`src/rtl/ps2_rx_fifo.sv`:
```
// PS/2 keyboard receiver on the system clock: sync, glitch filter, frame check, E0/F0 folding, FWFT FIFO.
// A decoded code appears at the FIFO head one cycle after the stop-bit fall; a full FIFO drops the code and sets overflow.
module ps2_rx_fifo #(
  parameter int SYNC_STAGES    = 2,
  parameter int FILTER_LEN     = 4,
  parameter int FIFO_DEPTH     = 8,
  parameter int TIMEOUT_CYCLES = 50000
) (
  input  logic                          clk,
  input  logic                          reset_n,
  input  logic                          ps2_clk,
  input  logic                          ps2_data,
  output logic [7:0]                    code,
  output logic                          ext,
  output logic                          brk,
  output logic                          valid,
  input  logic                          ready,
  output logic [$clog2(FIFO_DEPTH):0]   count,
  output logic                          parity_err,
  output logic                          frame_err,
  output logic                          overflow,
  input  logic                          ovf_clr
);

  localparam int AW = $clog2(FIFO_DEPTH);
  localparam int CW = AW + 1;
  localparam int FW = $clog2(FILTER_LEN + 1);
  localparam int TW = $clog2(TIMEOUT_CYCLES + 1);
  localparam logic [FW-1:0] FILT_LAST = FW'(FILTER_LEN - 1);
  localparam logic [TW-1:0] TO_LAST   = TW'(TIMEOUT_CYCLES - 1);
  localparam logic [CW-1:0] FULL_CNT  = CW'(FIFO_DEPTH);

  typedef enum logic [1:0] {S_IDLE, S_DATA, S_PARITY, S_STOP} state_t;

  logic [SYNC_STAGES-1:0] r_clk_sync;
  logic [SYNC_STAGES-1:0] r_dat_sync;
  logic                   r_clk_filt;
  logic                   r_clk_filt_d;
  logic [FW-1:0]          r_filt_cnt;

  state_t                 r_state;
  logic [2:0]             r_bit_cnt;
  logic [7:0]             r_shift;
  logic                   r_par;
  logic [TW-1:0]          r_to_cnt;
  logic                   r_ext_pend;
  logic                   r_brk_pend;

  logic [9:0]             r_mem [FIFO_DEPTH];
  logic [AW-1:0]          r_wr_ptr;
  logic [AW-1:0]          r_rd_ptr;
  logic [CW-1:0]          r_count;

  logic w_clk_s, w_dat_s, w_fall;
  logic w_par_ok, w_good, w_is_e0, w_is_f0, w_push;
  logic w_empty, w_full, w_pop, w_wr, w_drop;

  assign w_clk_s = r_clk_sync[SYNC_STAGES-1];
  assign w_dat_s = r_dat_sync[SYNC_STAGES-1];
  assign w_fall  = r_clk_filt_d & ~r_clk_filt;

  // Filtered clock only follows the synced line after FILTER_LEN consecutive differing cycles.
  always_ff @(posedge clk or negedge reset_n) begin
    if (!reset_n) begin
      r_clk_sync   <= '1;
      r_dat_sync   <= '1;
      r_clk_filt   <= 1'b1;
      r_clk_filt_d <= 1'b1;
      r_filt_cnt   <= '0;
    end else begin
      r_clk_sync   <= {r_clk_sync[SYNC_STAGES-2:0], ps2_clk};
      r_dat_sync   <= {r_dat_sync[SYNC_STAGES-2:0], ps2_data};
      r_clk_filt_d <= r_clk_filt;
      if (w_clk_s == r_clk_filt) begin
        r_filt_cnt <= '0;
      end else if (r_filt_cnt == FILT_LAST) begin
        r_clk_filt <= w_clk_s;
        r_filt_cnt <= '0;
      end else begin
        r_filt_cnt <= r_filt_cnt + FW'(1);
      end
    end
  end

  assign w_par_ok = ^{r_shift, r_par};
  assign w_good   = w_fall && (r_state == S_STOP) && w_par_ok && w_dat_s;
  assign w_is_e0  = (r_shift == 8'hE0);
  assign w_is_f0  = (r_shift == 8'hF0);
  assign w_push   = w_good && !w_is_e0 && !w_is_f0;

  always_ff @(posedge clk or negedge reset_n) begin
    if (!reset_n) begin
      r_state    <= S_IDLE;
      r_bit_cnt  <= '0;
      r_shift    <= '0;
      r_par      <= 1'b0;
      r_to_cnt   <= '0;
      r_ext_pend <= 1'b0;
      r_brk_pend <= 1'b0;
      parity_err <= 1'b0;
      frame_err  <= 1'b0;
    end else begin
      parity_err <= 1'b0;
      frame_err  <= 1'b0;
      if ((r_state == S_IDLE) || w_fall) r_to_cnt <= '0;
      else                               r_to_cnt <= r_to_cnt + TW'(1);

      // A timed-out frame is abandoned but keeps any prefix already seen.
      if ((r_state != S_IDLE) && !w_fall && (r_to_cnt == TO_LAST)) begin
        r_state   <= S_IDLE;
        frame_err <= 1'b1;
      end else if (w_fall) begin
        case (r_state)
          S_IDLE: begin
            if (!w_dat_s) begin
              r_state   <= S_DATA;
              r_bit_cnt <= '0;
            end
          end
          S_DATA: begin
            r_shift   <= {w_dat_s, r_shift[7:1]};
            r_bit_cnt <= r_bit_cnt + 3'd1;
            if (r_bit_cnt == 3'd7) r_state <= S_PARITY;
          end
          S_PARITY: begin
            r_par   <= w_dat_s;
            r_state <= S_STOP;
          end
          S_STOP: begin
            r_state <= S_IDLE;
            if (!w_par_ok) begin
              parity_err <= 1'b1;
              r_ext_pend <= 1'b0;
              r_brk_pend <= 1'b0;
            end else if (!w_dat_s) begin
              frame_err  <= 1'b1;
              r_ext_pend <= 1'b0;
              r_brk_pend <= 1'b0;
            end else if (w_is_e0) begin
              r_ext_pend <= 1'b1;
            end else if (w_is_f0) begin
              r_brk_pend <= 1'b1;
            end else begin
              r_ext_pend <= 1'b0;
              r_brk_pend <= 1'b0;
            end
          end
          default: r_state <= S_IDLE;
        endcase
      end
    end
  end

  assign w_empty = (r_count == '0);
  assign w_full  = (r_count == FULL_CNT);
  assign w_pop   = ready && !w_empty;
  // When full, a same-cycle pop frees the slot being written.
  assign w_wr    = w_push && (!w_full || w_pop);
  assign w_drop  = w_push && w_full && !w_pop;

  always_ff @(posedge clk or negedge reset_n) begin
    if (!reset_n) begin
      for (int i = 0; i < FIFO_DEPTH; i++) r_mem[i] <= '0;
      r_wr_ptr <= '0;
      r_rd_ptr <= '0;
      r_count  <= '0;
      overflow <= 1'b0;
    end else begin
      if (w_wr) begin
        r_mem[r_wr_ptr] <= {r_ext_pend, r_brk_pend, r_shift};
        r_wr_ptr        <= r_wr_ptr + AW'(1);
      end
      if (w_pop) r_rd_ptr <= r_rd_ptr + AW'(1);
      case ({w_wr, w_pop})
        2'b10:   r_count <= r_count + CW'(1);
        2'b01:   r_count <= r_count - CW'(1);
        default: r_count <= r_count;
      endcase
      if (ovf_clr)     overflow <= 1'b0;
      else if (w_drop) overflow <= 1'b1;
    end
  end

  assign {ext, brk, code} = r_mem[r_rd_ptr];
  assign valid            = !w_empty;
  assign count            = r_count;

endmodule

```
`config.mk`:
```
export PLATFORM = sky130hd
export DESIGN_NAME = ps2_rx_fifo
export DESIGN_NICKNAME = d
export VERILOG_FILES = /design/src/rtl/ps2_rx_fifo.sv
export SDC_FILE = /design/constraint.sdc
export NUM_CORES = 1
export LEC_CHECK = 0
export CAP_MARGIN = 20
export CELL_PAD_IN_SITES_DETAIL_PLACEMENT = 1
export CELL_PAD_IN_SITES_GLOBAL_PLACEMENT = 1
export CORE_MARGIN = 2
export CORE_UTILIZATION = 57
export CTS_BUF_LIST = sky130_fd_sc_hd__clkbuf_8
export DETAILED_ROUTE_END_ITERATION = 8
export GPL_TIMING_DRIVEN = 0
export MAX_ROUTING_LAYER = met4
export PLACE_DENSITY_LB_ADDON = 0.1
export SETUP_SLACK_MARGIN = 0.4
export SYNTH_ARGS = -nofsm -noshare
export SYNTH_HDL_FRONTEND = slang
export SYNTH_SLANG_ARGS = --single-unit
```
`constraint.sdc`:
```
create_clock -name clk -period 7.7 [get_ports clk]
set_input_delay 1.155 -clock clk [delete_from_list [all_inputs] [get_ports clk]]
set_output_delay 1.155 -clock clk [all_outputs]
set_load 0.01 [all_outputs]
```
==> results of run 1 <==
power by group through the flow:
stage / combinational [mW] / clock, mW / sequential (mW)
2_1_floorplan: 0.605 / 0 / 0.894
3_3_place_gp: 0.779 / 0 / 0.905
5_1_grt: 0.885 / 0.582 / 0.922
3_5_place_dp: 0.816 / 0 / 0.918
4_1_cts: 0.824 / 0.550 / 0.907
6_report: 0.810 / 0.541 / 0.907
synthesized netlist by cell type, drive strengths merged, types with 2 or more instances:
| master | count |
|---|---|
| a21oi | 5 |
| a32o | 2 |
| and3 | 3 |
| buf | 10 |
| clkbuf | 7 |
| dfrtp | 128 |
| dfstp | 6 |
| ha | 13 |
| inv | 10 |
| mux2 | 101 |
| mux2i | 2 |
| mux4 | 20 |
| nand2 | 18 |
| nand2b | 2 |
| nand3 | 7 |
| nand4 | 4 |
| nor2 | 23 |
| nor2b | 4 |
| nor3 | 12 |
| nor3b | 3 |
| nor4 | 7 |
| o21ai | 8 |
| o22a | 2 |
| or2 | 2 |
| or3 | 5 |
| xnor2 | 14 |
| xor2 | 13 |
cells in the final DEF (no fill, tap or decap), types with 18 or more instances in the layout:
master	netlist	routed
clkbuf_8	0	22
nor2_1	23	23
mux4_2	20	20
clkdlybuf4s50_1	0	22
mux2_2	100	100
dfrtp_1	128	128
nand2_1	18	18
registers in the layout, indices dropped and copies added, names as in the netlist:
| register | cells |
|---|---|
| parity_err | 1 |
| r_filt_cnt | 3 |
| r_bit_cnt | 3 |
| r_clk_sync | 2 |
| r_par | 1 |
| overflow | 1 |
| count | 4 |
| r_state | 2 |
| r_brk_pend | 1 |
| r_to_cnt | 16 |
| r_ext_pend | 1 |
| r_wr_ptr | 3 |
| r_shift | 8 |
| frame_err | 1 |
| r_clk_filt_d | 1 |
| r_clk_filt | 1 |
| r_dat_sync | 2 |
| r_mem | 80 |
| r_rd_ptr | 3 |
final timing paths:
path	start	endpoint	slack, ns
min in group asynchronous	reset_n	r_mem[72]$_DFFE_PN0P_	0.60
hold reg to reg	r_clk_sync[0]$_DFF_PN1_	r_clk_sync[1]$_DFF_PN1_	0.36
max in group asynchronous	reset_n	r_dat_sync[1]$_DFF_PN1_	6.29
hold / removal	r_clk_sync[0]$_DFF_PN1_	r_clk_sync[1]$_DFF_PN1_	0.36
setup reg to reg	r_shift[1]$_DFFE_PN0P_	count[2]$_DFFE_PN0P_	4.36
setup / recovery	r_rd_ptr[0]$_DFFE_PN0P_	brk	3.53
kinds of logic after synthesis:
group / count (synthesis) / share of synthesized area
xor+xnor: 28 / 0.04300
buf+inv: 27 / 0.01768
simple gates: 93 / 0.09343
flops: 134 / 0.5397
mux: 123 / 0.2582
fa+ha+maj: 13 / 0.02612
compound gates: 21 / 0.02190
per-stage QoR:
stage	power (mW)	instance area (µm²)	utilization
3_5_place_dp	1.734	6661	0.6199
4_1_cts	2.282	7020	0.6534
6_report	2.257	7020	0.6534
3_3_place_gp	1.684	6633	0.6173
2_1_floorplan	1.500	6227	-
5_1_grt	2.390	7020	0.6534
area by class of cell:
type	count	area, µm²
flip-flops and latches	134	3361
inverters	10	37.54
fillers	1020	3725
clock buffers	22	302.8
well taps	140	175.2
plain buffers	17	72.57
repair buffers	24	259.0
clock inverters	7	56.30
multi-input cells	278	2756
metal layers:
layer / vias to the layer above / global-route usage / wire, µm
li1: 1663 / - / -
met1: 1952 / 0.3197 / 5745
met2: 53 / 0.4665 / 7391
met3: 19 / 0.06450 / 353
met4: 0 / 0.08333 / 223
met5: - / - / 0
==> run metrics, run 1 <==
required time reported for the critical path endpoint 6.55 ns; post-synth top area share 0.5144; Vert. Die Dim 108.5 µm; Area contributors post-synth dfrtp_1, mux2_2, mux4_2, ha_1, dfstp_2; count of yosys warnings during synthesis 0; placer's final routability congestion estimate 0.7306; Worst Skew 0.01147 ns; vias in the first global route 4179; number of different library cells in the post-synthesis netlist 41; area of the mapped netlist 6227 µm²; Max Slew Vio Count 0; power share of the combinational group 0.359; cts bufs inserted 17; Crit. path cell count 4; routed length per instance 21.70 µm; proportion of power drawn by flip-flops and latches 0.402; Int Power 1.431 mW; FFs w/ async S/R, synth 1.000; worst IR drop on VDD 241.3 µV; total vias in the final route 3687; worst setup path class flop to primary output; clock root buffer master clkbuf_8; antenna violations before repair 0; worst hold-check slack 0.3580 ns; post-synthesis cell count 439; slew of the pin with the lowest slew margin 0.9904 ns; result of the run finished clean; number of primary I/O pins 24; total power divided by cell area 321.5 nW/µm²; TritonCTS clock tree yes; core region area 10750 µm²; sw frac 0.3663; Max stage delay on crit path 0.76 ns; number of cells after detailed placement 603; # nets final 501; buffer depth of the longest clock path 2; detailed-placement wirelength estimate 9023 µm; leakage power figure 3.270 nW; sequential area share after synthesis 0.5397; input/output buffers 23; net switching power 826.9 µW; maximum operating frequency 239.8 MHz; worst slack at placement 3.832 ns; total overflow reported by the global router 0; final worst slack 3.529 ns; Setup Viol. Count Final 0; maximum fanout count along the critical path 10; die width 108.5 µm; fin crit share 0.5416; kind of path behind the tightest hold check flop to flop; number of enable flip-flop cells after synthesis 0; synthesized net count 458; Iteration-0 DRC Markers 163; worst slew margin relative to its limit 0.3397; number of gates given a new drive strength after cts 0; number of nets with antenna violations after routing 0; area growth from synthesis to layout 12.74%; number of detailed-route iterations in the first pass 4; Setup crit end kind primary output; buffers plus inverters on the worst setup path 2; maximum number of pins on one net before global-route repair 100; starting density of the core 0.5795; setup TNS 0 ns; Synth Flop Type dfrtp_1; H-tree depth 4; flip-flop and latch count after synthesis 134; Clock Power Share 0.239; critical path's slowest cell buf_1; wire length of the first global-routing pass 22730 µm; kind of cell adding the most delay to the critical path buffers and inverters; final wirelength 13710 µm; final cell count without fillers 632; final hold vios 0; clock latency at the later pin of the worst-skew pair 0.45 ns; unrepaired setup endpoints after global routing no; area enclosed by the die boundary 11780 µm²; Sinks on Clock Net 134; count of unresolved DRC violations after routing 0; sequence of cells on the critical path buf_1 > mux4_2 > mux2_2 > clkdlybuf4s50_1; hold path cells 0; GR Util All Layers 0.2724; detailed-route vias per instance 5.834; Worst Reg2Reg Path Length in Cells 13; placement row count 38; cell accounting for the most synthesized area dfrtp_1; clock period minus worst slack 4.171 ns; Avg Synthesized Cell Area 14.19 µm²; clock-pin slew reported for the worst setup and hold paths after clock tree synthesis 0.07 ns; max-cap violations 0; signal arrival time at the worst endpoint 3.02 ns; number of diodes 0; post-CTS setup buffer count 0; hold buffer count at CTS 0; fraction of final layout cells sized beyond drive strength 1 0.3455; type of origin of the critical path flop
Note: power is estimated with default switching activity, not from simulation.
==> run 2, diff against run 1 <==
--- a/config.mk
+++ b/config.mk
@@ -9,7 +9,7 @@
 export CELL_PAD_IN_SITES_DETAIL_PLACEMENT = 1
 export CELL_PAD_IN_SITES_GLOBAL_PLACEMENT = 1
 export CORE_MARGIN = 2
-export CORE_UTILIZATION = 57
+export CORE_UTILIZATION = 53
 export CTS_BUF_LIST = sky130_fd_sc_hd__clkbuf_8
 export DETAILED_ROUTE_END_ITERATION = 8
 export GPL_TIMING_DRIVEN = 0
==> constraint.sdc (replaced) <==
create_clock -name clk -period 4.4 [get_ports clk]
set_input_delay 0.66 -clock clk [delete_from_list [all_inputs] [get_ports clk]]
set_output_delay 0.66 -clock clk [all_outputs]
set_load 0.01 [all_outputs]
==> run 2 against run 1 <==
  * Clock skew barely moved
  * Worst setup slack got worse by 2.8 ns
  * Sequential share of layout area fell by 0.51 points
  * Design area up 1.1%
  * Final cell count grew 1.1%
  * Sequential power rose by 74%
  * First-iteration DRC count is 1.8% higher
  * Die area increased by 7.3%
  * Total power grew 80%
  * Critical path type unchanged
  * Largest cell class unchanged
==> run metrics, run 2 (same netlist as run 1, synthesis figures left out) <==
result of the run finished clean; # nets final 502 (+0.20%); maximum operating frequency 270.4 MHz; signal arrival time at the worst endpoint 3.04 ns (+0.02 ns); final hold vios 0 (unchanged); routed length per instance 20.13 µm (-7.2%); die width 112.4 µm (+3.6%); most common cell after layout, fill and taps aside dfrtp_1; area growth from synthesis to layout 13.94%; placement row count 39 (+2.6%); number of detailed-route iterations in the first pass 6 (+2); max-cap violations 0 (unchanged); buffer depth of the longest clock path 2 (unchanged); area enclosed by the die boundary 12630 µm² (+7.3%); fin crit share 0.8405; Iteration-0 DRC Markers 166 (+1.8%); placer's final routability congestion estimate 0.8048 (+10%); area occupied by multi-input gates 2756 µm² (unchanged); Setup Viol. Count Final 0 (unchanged); power share of the combinational group 0.348 (-0.011); worst hold-check slack 0.1359 ns (-0.2221 ns); leakage power figure 3.300 nW (+0.91%); sequential cell area in the final layout 3361 µm² (unchanged); Crit. path cell count 4 (unchanged); number of primary I/O pins 24 (unchanged); Worst Skew 0.01108 ns (-0.0003873 ns); detailed-route vias per instance 5.700 (-2.3%); hold buffer count at CTS 0 (unchanged); Max stage delay on crit path 0.76 ns (about the same); number of nets with antenna violations after routing 0 (unchanged); clock latency at the later pin of the worst-skew pair 0.46 ns (about the same); clock-pin slew reported for the worst setup and hold paths after clock tree synthesis 0.07 ns (about the same); post-CTS setup buffer count 0 (unchanged); number of diodes 0 (unchanged); detailed-placement wirelength estimate 8501 µm (-5.8%); maximum number of pins on one net before global-route repair 87 (-13%); sequence of cells on the critical path buf_1 > mux4_2 > mux2_2 > clkdlybuf4s50_1; Sinks on Clock Net 134 (unchanged); setup slack of the most critical reg-to-reg path 1.06 ns (-3.30 ns); TritonCTS clock tree yes; core region area 11420 µm² (+6.3%); unrepaired setup endpoints after global routing no; count of unresolved DRC violations after routing 0 (unchanged); registers with the most flip-flops r_mem (80), r_to_cnt (16), r_shift (8); input/output buffers 23 (unchanged); Setup crit end kind primary output; proportion of power drawn by flip-flops and latches 0.389 (-0.013); buffers plus inverters on the worst setup path 2 (unchanged); Vert. Die Dim 112.4 µm (+3.6%); share of the core filled with cells in the final layout 0.6214 (-0.03194); layout filler cell count 1103 (+8.1%); GR Util All Layers 0.2375 (-0.03482); cts bufs inserted 17 (unchanged); wire length of the first global-routing pass 21600 µm (-5.0%); starting density of the core 0.5454 (-0.03416); worst setup path end code[7]; top library cells by usage in the layout, fill and taps aside dfrtp_1, mux2_2, nor2_1; critical path's slowest cell buf_1; startpoint of the lowest-slack register-to-register path r_shift[1]$_DFFE_PN0P_; flip-flop count of the largest register, all copies and words added 80 (unchanged); final wirelength 12860 µm (-6.2%); startpoint of the worst setup timing path r_rd_ptr[0]$_DFFE_PN0P_; clock root buffer master clkbuf_8; total power divided by cell area 571.9 nW/µm² (+78%); sw frac 0.3552 (-0.01109); maximum fanout count along the critical path 10 (unchanged); fraction of final layout cells sized beyond drive strength 1 0.3528 (+0.007294); worst slew margin relative to its limit 0.3137 (-0.02598); Int Power 2.617 mW (+83%); worst setup path class flop to primary output; Max Slew Vio Count 0 (unchanged); Worst Reg2Reg Path Length in Cells 13 (unchanged); antenna violations before repair 0 (unchanged); slew of the pin with the lowest slew margin 1.022 ns (+0.03130 ns); kind of path behind the tightest hold check input port to asynchronous set/reset pin; worst IR drop on VDD 396.7 µV (+64%); Crit Reg-Reg Endpoint count[2]$_DFFE_PN0P_; register containing the most flip-flops in the final layout r_mem; required time reported for the critical path endpoint 3.74 ns (-2.81 ns); kind of cell adding the most delay to the critical path buffers and inverters; Clock Power Share 0.264 (+0.025); number of gates given a new drive strength after cts 0 (unchanged); clock period minus worst slack 3.698 ns; total overflow reported by the global router 0 (unchanged); type of origin of the critical path flop; H-tree depth 4 (unchanged); total vias in the final route 3642 (-1.2%); net switching power 1.441 mW (+74%); vias in the first global route 4002 (-4.2%)
run 2: cell types whose count changed in the layout (fill, tap and decap cells not counted):
cell        delta
clkbuf_8       -1
buf_6          +1
inv_1          -1
clkinv_2       +2
clkinvlp_4     +1
bufinv_16      +2
run 2: per-layer routing:
layer / part of all wire / global-route usage / wire length (µm)
met4: 0.019 / 0.09756 / 248
met3: 0.023 / 0.04860 / 295
met5: 0 / - / 0
met1: 0.44 / 0.2933 / 5642
met2: 0.52 / 0.3863 / 6676
run 2: how the worst min path moves through the flow:
stage / startpoint / endpoint / cells past startpoint
finish: reset_n / r_mem[22]$_DFFE_PN0P_ / 1
floorplan: r_clk_sync[0]$_DFF_PN1_ / r_clk_sync[1]$_DFF_PN1_ / 0
global route: reset_n / r_mem[22]$_DFFE_PN0P_ / 1
CTS: reset_n / r_mem[13]$_DFFE_PN0P_ / 1
detailed placement: r_clk_sync[0]$_DFF_PN1_ / r_clk_sync[1]$_DFF_PN1_ / 0
global placement: r_clk_sync[0]$_DFF_PN1_ / r_clk_sync[1]$_DFF_PN1_ / 0
run 2: worst register-to-register path: cells and delay by family (launching register included):
family / cells / cell delay [ns]
adder cells (fa/ha/maj): 2 / 0.46
AO/OA/AOI/OAI: 1 / 0.15
buffers and inverters: 2 / 0.38
XOR/XNOR: 6 / 1.65
flip-flops: 1 / 0.41
AND/OR/NAND/NOR: 2 / 0.17
run 2: final cells by class:
| cell class | count | share of cell area |
|---|---|---|
| clock inverter | 11 | 0.01834 |
| buffer | 17 | 0.01023 |
| sequential | 134 | 0.4736 |
| tap | 143 | 0.02522 |
| clock buffer | 21 | 0.04073 |
| timing repair buffer | 25 | 0.03809 |
| inverter | 10 | 0.005290 |
| multi-input combinational | 278 | 0.3885 |
run 2: power by group through the flow:
stage	sequential, mW	clock (mW)	combinational, mW
global placement	1.59	0	1.37
floorplan	1.57	0	1.06
CTS	1.58	1.10	1.43
finish	1.58	1.07	1.41
global route	1.61	1.15	1.55
detailed placement	1.60	0	1.42
run 2: metrics by stage:
step / setup WS (ns) / power (mW) / cell area (µm²) / TNS [ns] / instances
after floorplan: 1.452 / 2.624 / 6227 / 0 / 439
after global placement: -2.474 / 2.961 / 6636 / -320.46 / 605
after detailed placement: 1.052 / 3.022 / 6665 / 0 / 606
after CTS: 0.5867 / 4.106 / 7084 / 0 / 638
after global routing: 0.4552 / 4.305 / 7096 / 0 / 639
final: 0.7020 / 4.058 / 7096 / 0 / 639
